[config.mk]
export PLATFORM = sky130hd
export DESIGN_NAME = fetch_ctrl
export DESIGN_NICKNAME = d
export VERILOG_FILES = /design/src/rtl/fetch_ctrl_pkg.sv /design/src/rtl/fetch_ctrl_adder.sv /design/src/rtl/fetch_ctrl_reg.sv /design/src/rtl/fetch_ctrl.sv
export SDC_FILE = /design/constraint.sdc
export NUM_CORES = 1
export LEC_CHECK = 0
export CAP_MARGIN = 10
export CORE_ASPECT_RATIO = 1.25
export CORE_MARGIN = 2
export CORE_UTILIZATION = 53
export DETAILED_ROUTE_END_ITERATION = 8
export GPL_TIMING_DRIVEN = 1
export PLACE_DENSITY = 0.91
export SYNTH_ARGS = -nofsm -noshare
export SYNTH_HDL_FRONTEND = slang
export SYNTH_SLANG_ARGS = --single-unit
[constraint.sdc]
create_clock -name clk -period 5.61 [get_ports clk]
set_clock_uncertainty 0.2 [all_clocks]
set_input_delay 1.122 -clock clk [delete_from_list [all_inputs] [get_ports clk]]
set_output_delay 1.122 -clock clk [all_outputs]
set_load 0.01 [all_outputs]
[src/rtl/fetch_ctrl_pkg.sv]
// rtl/fetch_ctrl_pkg.sv - shared constants and state encoding for the fetch controller
package fetch_ctrl_pkg;

    localparam int          INSTR_W          = 32;
    localparam logic [31:0] RESET_PC_DEFAULT = 32'h0000_0000;
    localparam logic [31:0] PC_STEP          = 32'd4;

    typedef enum logic [1:0] {
        S_IDLE = 2'd0,
        S_REQ  = 2'd1,
        S_HOLD = 2'd2
    } state_t;

endpackage

[src/rtl/fetch_ctrl_adder.sv]
// rtl/fetch_ctrl_adder.sv - modulo 2^N adder
module fetch_ctrl_adder #(
    parameter int N = 32
) (
    input  logic [N-1:0] a_i,
    input  logic [N-1:0] b_i,
    output logic [N-1:0] sum_o
);

    assign sum_o = a_i + b_i;

endmodule

[src/rtl/fetch_ctrl_reg.sv]
// rtl/fetch_ctrl_reg.sv - enabled register with synchronous reset value
module fetch_ctrl_reg #(
    parameter int         N         = 32,
    parameter logic [N-1:0] RESET_VAL = '0
) (
    input  logic         clk,
    input  logic         rst,
    input  logic         en_i,
    input  logic [N-1:0] d_i,
    output logic [N-1:0] q_o
);

    always_ff @(posedge clk) begin
        if (rst) begin
            q_o <= RESET_VAL;
        end else if (en_i) begin
            q_o <= d_i;
        end
    end

endmodule

[src/rtl/fetch_ctrl.sv]
// rtl/fetch_ctrl.sv - instruction fetch sequencer: PC, memory request, IF/ID hand-off
module fetch_ctrl
    import fetch_ctrl_pkg::*;
#(
    parameter int           N        = INSTR_W,
    parameter logic [N-1:0] RESET_PC = N'(RESET_PC_DEFAULT)
) (
    input  logic         clk,
    input  logic         rst,
    input  logic         freeze,
    input  logic         branch_taken,
    input  logic [N-1:0] branch_addr,
    output logic         mem_req,
    output logic [N-1:0] mem_addr,
    input  logic         mem_ready,
    input  logic [N-1:0] mem_rdata,
    output logic         instr_valid,
    output logic [N-1:0] instr_out,
    output logic [N-1:0] pc_out,
    output logic         flush,
    output logic [31:0]  fetch_count
);

    state_t       state_q, state_d;
    logic         pending_q, pending_d;
    logic [N-1:0] redirect_q, redirect_d;
    logic         valid_q, valid_d;
    logic [N-1:0] instr_q, instr_d;
    logic [N-1:0] pc_out_q, pc_out_d;
    logic [31:0]  count_q, count_d;

    logic         pc_en;
    logic [N-1:0] pc_d, pc_q, pc_plus4;

    fetch_ctrl_reg #(.N(N), .RESET_VAL(RESET_PC)) u_pc (
        .clk  (clk),
        .rst  (rst),
        .en_i (pc_en),
        .d_i  (pc_d),
        .q_o  (pc_q)
    );

    fetch_ctrl_adder #(.N(N)) u_pc_inc (
        .a_i   (pc_q),
        .b_i   (N'(PC_STEP)),
        .sum_o (pc_plus4)
    );

    always_comb begin
        state_d    = state_q;
        pending_d  = pending_q;
        redirect_d = redirect_q;
        valid_d    = valid_q;
        instr_d    = instr_q;
        pc_out_d   = pc_out_q;
        count_d    = count_q;
        pc_en      = 1'b0;
        pc_d       = pc_plus4;
        mem_req    = 1'b0;
        unique case (state_q)
            S_IDLE: state_d = S_REQ;
            S_REQ: begin
                mem_req = 1'b1;
                if (mem_ready) begin
                    // A redirect seen during the fetch discards its data; a fresh branch beats the stored one
                    if (branch_taken || pending_q) begin
                        pc_en     = 1'b1;
                        pc_d      = branch_taken ? branch_addr : redirect_q;
                        pending_d = 1'b0;
                    end else begin
                        pc_en    = 1'b1;
                        instr_d  = mem_rdata;
                        pc_out_d = pc_plus4;
                        valid_d  = 1'b1;
                        state_d  = S_HOLD;
                    end
                end else if (branch_taken) begin
                    pending_d  = 1'b1;
                    redirect_d = branch_addr;
                end
            end
            S_HOLD: begin
                if (branch_taken) begin
                    valid_d = 1'b0;
                    pc_en   = 1'b1;
                    pc_d    = branch_addr;
                    state_d = S_REQ;
                end else if (!freeze) begin
                    valid_d = 1'b0;
                    count_d = count_q + 32'd1;
                    state_d = S_REQ;
                end
            end
            default: state_d = S_IDLE;
        endcase
    end

    always_ff @(posedge clk) begin
        if (rst) begin
            state_q    <= S_IDLE;
            pending_q  <= 1'b0;
            redirect_q <= '0;
            valid_q    <= 1'b0;
            instr_q    <= '0;
            pc_out_q   <= '0;
            count_q    <= '0;
        end else begin
            state_q    <= state_d;
            pending_q  <= pending_d;
            redirect_q <= redirect_d;
            valid_q    <= valid_d;
            instr_q    <= instr_d;
            pc_out_q   <= pc_out_d;
            count_q    <= count_d;
        end
    end

    assign mem_addr    = pc_q;
    assign instr_valid = valid_q;
    assign instr_out   = instr_q;
    assign pc_out      = pc_out_q;
    assign fetch_count = count_q;
    assign flush       = branch_taken && (state_q != S_IDLE);

endmodule

==> results of run 1 <==
-- sequential cells by signal (all words and copies together) (netlist names) --
register and flops:
u_pc.q_o 32, instr_valid 1, pc_out 32, fetch_count 32, state_q 2, pending_q 1, instr_out 32, redirect_q 32
-- worst max path at each step --
stage               slack, ns         start  cells past startpoint            to
global route             1.56  branch_taken                      3         flush
finish                   1.65  branch_taken                      3         flush
floorplan                2.68  branch_taken                      2         flush
global placement         1.70  branch_taken                      3         flush
detailed placement       1.61  branch_taken                      7  u_pc.q_o[22]
CTS                      1.65  branch_taken                      3         flush
-- cells in the final DEF, fill, tap and decap left out, types with 3 or more instances in the layout --
cell type,count
clkdlybuf4s50_1,198
nand2_1,174
dfxtp_1,164
a21oi_1,111
nor2_1,69
o21ai_0,54
xnor2_1,43
nand3_1,24
inv_1,22
clkbuf_16,17
nand4_1,15
nor3_1,15
a211oi_1,15
nor4_1,15
a221oi_1,11
buf_4,10
a22oi_1,9
or3_1,8
and2_1,8
ha_1,7
xor2_1,6
o21a_1,6
and4_1,6
nor4_4,5
mux2i_1,5
a22o_1,5
nor4_2,4
a21o_1,4
nor4b_1,4
o31a_1,4
a32oi_1,4
clkinvlp_4,4
or4_1,3
nor2b_1,3
a31o_2,3
and3_1,3
o32ai_1,3
inv_6,3
-- cells by family (layout without fill, tap and decap cells) --
| kind of cell | after synthesis | in the layout |
|---|---|---|
| compound gates | 243 | 243 |
| xor+xnor | 49 | 49 |
| fa+ha+maj | 7 | 7 |
| buf+inv | 97 | 261 |
| flops | 164 | 164 |
| mux | 5 | 5 |
| simple gates | 375 | 375 |
-- stage by stage --
step	hold WS (ns)	setup WS [ns]	std cells
6_report	0.254	1.65	1279
5_1_grt	0.270	1.56	1279
4_1_cts	0.254	1.65	1279
3_5_place_dp	0.246	1.61	1248
3_3_place_gp	0.241	1.70	1248
2_1_floorplan	0.236	2.68	940
-- worst register-to-register path: stages, from the launching register on --
cell and delay (ns):
dfxtp_1 0.36, inv_1 0.09, ha_1 0.32, a22o_1 0.26, nand2_1 0.80, buf_4 0.34, nor2_1 0.08, a22oi_1 0.22
o311ai_0 0.16
-- power breakdown --
part | total (mW) | switching (mW) | internal [mW]
sequential | 1.24 | 0.0352 | 1.21
combinational | 0.352 | 0.194 | 0.158
clock | 1.16 | 0.500 | 0.660
-- layer usage --
metal | up-vias | share of wire (%)
li1 | 3588 | -
met1 | 3572 | 39
met2 | 385 | 49
met3 | 83 | 7.3
met4 | 0 | 4.2
met5 | - | 0
-- final cells by class --
class | count | area, um^2 | area share (%)
Multi-Input combinational cell | 679 | 3910 | 38.6
Sequential cell | 164 | 3280 | 32.4
Timing Repair Buffer | 208 | 2060 | 20.3
Clock buffer | 18 | 429 | 4.24
Tap cell | 175 | 219 | 2.16
Clock inverter | 13 | 150 | 1.48
Inverter | 22 | 82.6 | 0.815
==> flow_metrics.env, run 1 <==
export IMPL_status="completed"
export IMPL_arrival_ns=2.64
export IMPL_numCtsBuffers=17
export IMPL_synth_common_cells="nand2_1, dfxtp_1, a21oi_1"
export IMPL_path_buf_inv=2
export IMPL_fin_crit_sh_pct=70.7
export IMPL_reg2reg_from="state_q[1]"
export IMPL_tightest_slew_ns=1.10
export IMPL_postCtsSetupBuffers=0
export IMPL_clockBufferDepth=2
export IMPL_worstPathMaxFanout=14
export IMPL_critPathKind="in2out"
export IMPL_drt_pass1_iterations=8
export IMPL_initial_utilization_pct=54.5
export IMPL_clk_pin_slew_ns=0.06
export IMPL_yosysTopAreaCell="dfxtp_1"
export IMPL_tns_ns=0
export IMPL_post_drt_wl_per_cell_um=17.8
export IMPL_slowest_delay_ns=0.79
export IMPL_irDropWorstVdd_uv=176
export IMPL_synthMostInstantiatedCell="nand2_1"
export IMPL_via_count=7628
export IMPL_synth_top_area_share_pct=43.2
export IMPL_ys_warn_count=0
export IMPL_grt_max_degree=67
export IMPL_dieArea_mm2=0.0153
export IMPL_synth_cell_types=63
export IMPL_grt_ovfl_total=0
export IMPL_async_reset_ff_share_pct=0
export IMPL_regToRegSetupSlack_ns=2.64
export IMPL_synth_compound_area_share_pct=19.3
export IMPL_max_cap_viol_count=0
export IMPL_ant_nets=0
export IMPL_p_total_mw=2.76
export IMPL_dieHeight_um=138
export IMPL_finalCriticalPeriod_ns=3.96
export IMPL_busiest_layer="met2"
export IMPL_ys_seq_area_share_pct=43.2
export IMPL_cts_hold_buf=0
export IMPL_synth_seq_cells=164
export IMPL_path_common_cell="clkdlybuf4s50_1"
export IMPL_slew_violations=0
export IMPL_syn2layout_area_growth_pct=33.4
export IMPL_synth_flop_cell="dfxtp_1"
export IMPL_final_area_mm2=0.0101
export IMPL_synth_mux_area_share_pct=0.659
export IMPL_drt_iter0_markers=731
export IMPL_hp_class="reg2reg"
export IMPL_io_pins=200
export IMPL_p_leak_nw=3.35
export IMPL_min_from="redirect_q[21]"
export IMPL_synth_adder_area_share_pct=1.15
export IMPL_crit_path_end_kind="output port"
export IMPL_clk_latency_ns=0.43
export IMPL_netlist_instances=940
export IMPL_power_density_mw_per_mm2=272
export IMPL_nFillCells=1064
export IMPL_dpl_cell_area_mm2=0.00955
export IMPL_path_cells="clkdlybuf4s50_1 -> nor2b_1 -> clkdlybuf4s50_1"
export IMPL_hold_viol_final=0
export IMPL_syn_area_per_cell_um2=8.08
export IMPL_core_rowCount=48
export IMPL_io_buffer_count=199
export IMPL_final_core_util_pct=72.7
export IMPL_place_congestion=0.907
export IMPL_syn_nets=1016
export IMPL_synth_area_leaders="dfxtp_1, nand2_1, a21oi_1, xnor2_1, o21ai_0"
export IMPL_r2r_cells=8
export IMPL_synth_edf_count=0
export IMPL_grt_pass1_wl_um=35500
export IMPL_cts_tree="done"
export IMPL_clockRootBuffer="clkbuf_16"
export IMPL_cts_sinks=164
export IMPL_antenna_found_initial=0
export IMPL_drt_total_wl_um=22700
export IMPL_drc=0
export IMPL_grtUsageMet3_pct=5.59
export IMPL_critPathRequiredTime_ns=4.29
export IMPL_grt_util_met2_pct=50.1
export IMPL_synth_simple_area_share_pct=24.6
export IMPL_critPathLaunchType="input pin"
export IMPL_via_per_inst=5.96
export IMPL_setup_viol=0
export IMPL_min_to="redirect_q[21]"
export IMPL_synth_xor_area_share_pct=5.65
export IMPL_grt_util_met1_pct=33.7
export IMPL_cp_slowest_cell="clkdlybuf4s50_1"
export IMPL_core_area_mm2=0.0139
export IMPL_track_usage_pct=28.7
export IMPL_rsz0062_at_grt="false"
export IMPL_layout_drive_gt1_share_pct=5.89
export IMPL_synth_top_family_by_area="simple AND/OR/NAND/NOR gates"
export IMPL_min_path_cells=2
export IMPL_diodes=0
export IMPL_synth_area_mm2=0.00760
export IMPL_htree_levels=4
export IMPL_r2r_end="u_pc.q_o[22]"
export IMPL_max_slew_margin_pct=26.6
export IMPL_fmax_ghz=0.252
export IMPL_place_hpwl_um=15400
export IMPL_cts_resized_gates=0
export IMPL_grt_pass1_vias=7175
export IMPL_cp_top_family="buffers and inverters"
export IMPL_final_nets=1168
export IMPL_fp_dieW_um=111
Power figures use the tool's default switching activity.
==> run 2, diff against run 1 <==
CORE_UTILIZATION = 49   (was 53)
PLACE_DENSITY = 0.85   (was 0.91)
clock period = 4.2 ns   (was 5.61 ns; I/O delays follow)
==> run 2 against run 1 <==
Compared with the run above:
- design area up 1.0%
- via count down 1.5%
- first-iteration DRC count up 13%
- non-clock buffer count up 8
- largest power group unchanged
- core utilization down 4.8 points
- critical endpoint unchanged
==> flow_metrics.env, run 2 (synthesis gave the netlist of run 1 again) <==
export IMPL_critPathKind="in2out"
export IMPL_place_inst=1289
export IMPL_crit_path_end_kind="output port"
export IMPL_status="completed"
export IMPL_rsz0062_at_grt="false"
export IMPL_grt_pass1_vias=6882
export IMPL_critPathRequiredTime_ns=3.16
export IMPL_via_per_inst=5.69
export IMPL_cp_slowest_cell="clkdlybuf4s50_1"
export IMPL_grt_ovfl_total=0
export IMPL_path_common_cell="clkdlybuf4s50_1"
export IMPL_cts_resized_gates=0
export IMPL_clockBufferDepth=2
export IMPL_drt_total_wl_um=22300
export IMPL_finalCriticalPeriod_ns=3.40
export IMPL_core_rowCount=50
export IMPL_setup_viol=0
export IMPL_fmax_ghz=0.294
export IMPL_layout_common_cells="clkdlybuf4s50_1, nand2_1, dfxtp_1"
export IMPL_drt_pass1_iterations=6
export IMPL_place_congestion=0.917
export IMPL_layout_cells_non_filler=1321
export IMPL_hp_class="reg2reg"
export IMPL_final_nets=1176
export IMPL_syn2layout_area_growth_pct=34.7
export IMPL_post_drt_wl_per_cell_um=16.9
export IMPL_tns_ns=0
export IMPL_power_density_mw_per_mm2=357
export IMPL_htree_levels=4
export IMPL_grt_max_degree=58
export IMPL_layout_drive_gt1_share_pct=6.65
export IMPL_final_common_cell="clkdlybuf4s50_1"
export IMPL_tightest_slew_ns=0.811
export IMPL_diodes=0
export IMPL_ant_nets=0
export IMPL_max_slew_margin_pct=46.0
export IMPL_path_cells="clkdlybuf4s50_1 -> nor2b_1 -> clkdlybuf4s50_1"
export IMPL_drt_iter0_markers=825
export IMPL_via_count=7510
export IMPL_cts_hold_buf=0
export IMPL_track_usage_pct=26.7
export IMPL_io_pins=200
export IMPL_critPathLaunchType="input pin"
export IMPL_place_hpwl_um=15900
export IMPL_irDropWorstVdd_uv=221
export IMPL_clockRootBuffer="clkbuf_16"
export IMPL_drc=0
export IMPL_cts_tree="done"
export IMPL_nFillCells=1213
export IMPL_antenna_found_initial=0
export IMPL_clk_latency_ns=0.43
export IMPL_slew_violations=0
export IMPL_slowest_delay_ns=0.77
export IMPL_max_cap_viol_count=0
export IMPL_core_area_mm2=0.0151
export IMPL_io_buffer_count=199
export IMPL_final_core_util_pct=67.9
export IMPL_worstPathMaxFanout=14
export IMPL_fin_crit_sh_pct=80.9
export IMPL_dieHeight_um=143
export IMPL_numCtsBuffers=17
export IMPL_pre_cts_ws_ns=0.648
export IMPL_cts_sinks=164
export IMPL_worst_slack_ns=0.802
export IMPL_p_leak_nw=3.39
export IMPL_postCtsSetupBuffers=0
export IMPL_clk_pin_slew_ns=0.06
export IMPL_fp_dieW_um=115
export IMPL_arrival_ns=2.36
export IMPL_grt_pass1_wl_um=35000
export IMPL_dieArea_mm2=0.0165
export IMPL_initial_utilization_pct=50.4
export IMPL_hold_viol_final=0
==> run 2: through the flow <==
| step | area, um^2 | power (mW) | hold WS, ns |
|---|---|---|---|
| detailed placement | 9650 | 2.16 | 0.246 |
| finish | 10200 | 3.66 | 0.253 |
| global placement | 9650 | 2.15 | 0.241 |
| global route | 10200 | 3.79 | 0.269 |
| CTS | 10200 | 3.66 | 0.255 |
| floorplan | 7600 | 1.92 | 0.236 |
==> run 2: where the power goes <==
group / internal, mW / switching (mW)
logic: 0.217 / 0.255
registers: 1.61 / 0.0506
clock network: 0.881 / 0.638
==> run 2: worst paths after layout <==
check / startpoint / to / slack [ns] / cells after the start
setup / recovery: branch_taken / flush / 0.80 / 3
hold / removal: instr_out[11] / instr_out[11] / 0.25 / 2
setup reg to reg: u_pc.q_o[2] / u_pc.q_o[30] / 1.51 / 5
hold reg to reg: instr_out[11] / instr_out[11] / 0.25 / 2
==> run 2: routing by layer <==
metal / wire length, um / global-route usage (%)
met4: 590 / 11.1
met1: 9130 / 33.8
met5: 0 / 0
met2: 11000 / 44.0
met3: 1630 / 5.35
==> run 2: worst max-delay path, delay by kind of cell <==
| family | cells | cell delay, ns |
|---|---|---|
| and+or+nand+nor | 1 | 0.20 |
| buffers and inverters | 2 | 1.31 |
==> run 2: cell type report <==
cell class / count / area [um^2] / area share [%]
flip-flops and latches: 164 / 3280 / 32.1
clock inverters: 10 / 98.8 / 0.966
inverters: 22 / 82.6 / 0.807
multi-input cells: 679 / 3910 / 38.2
clock buffers: 22 / 484 / 4.73
well taps: 208 / 260 / 2.54
repair buffers: 216 / 2120 / 20.7
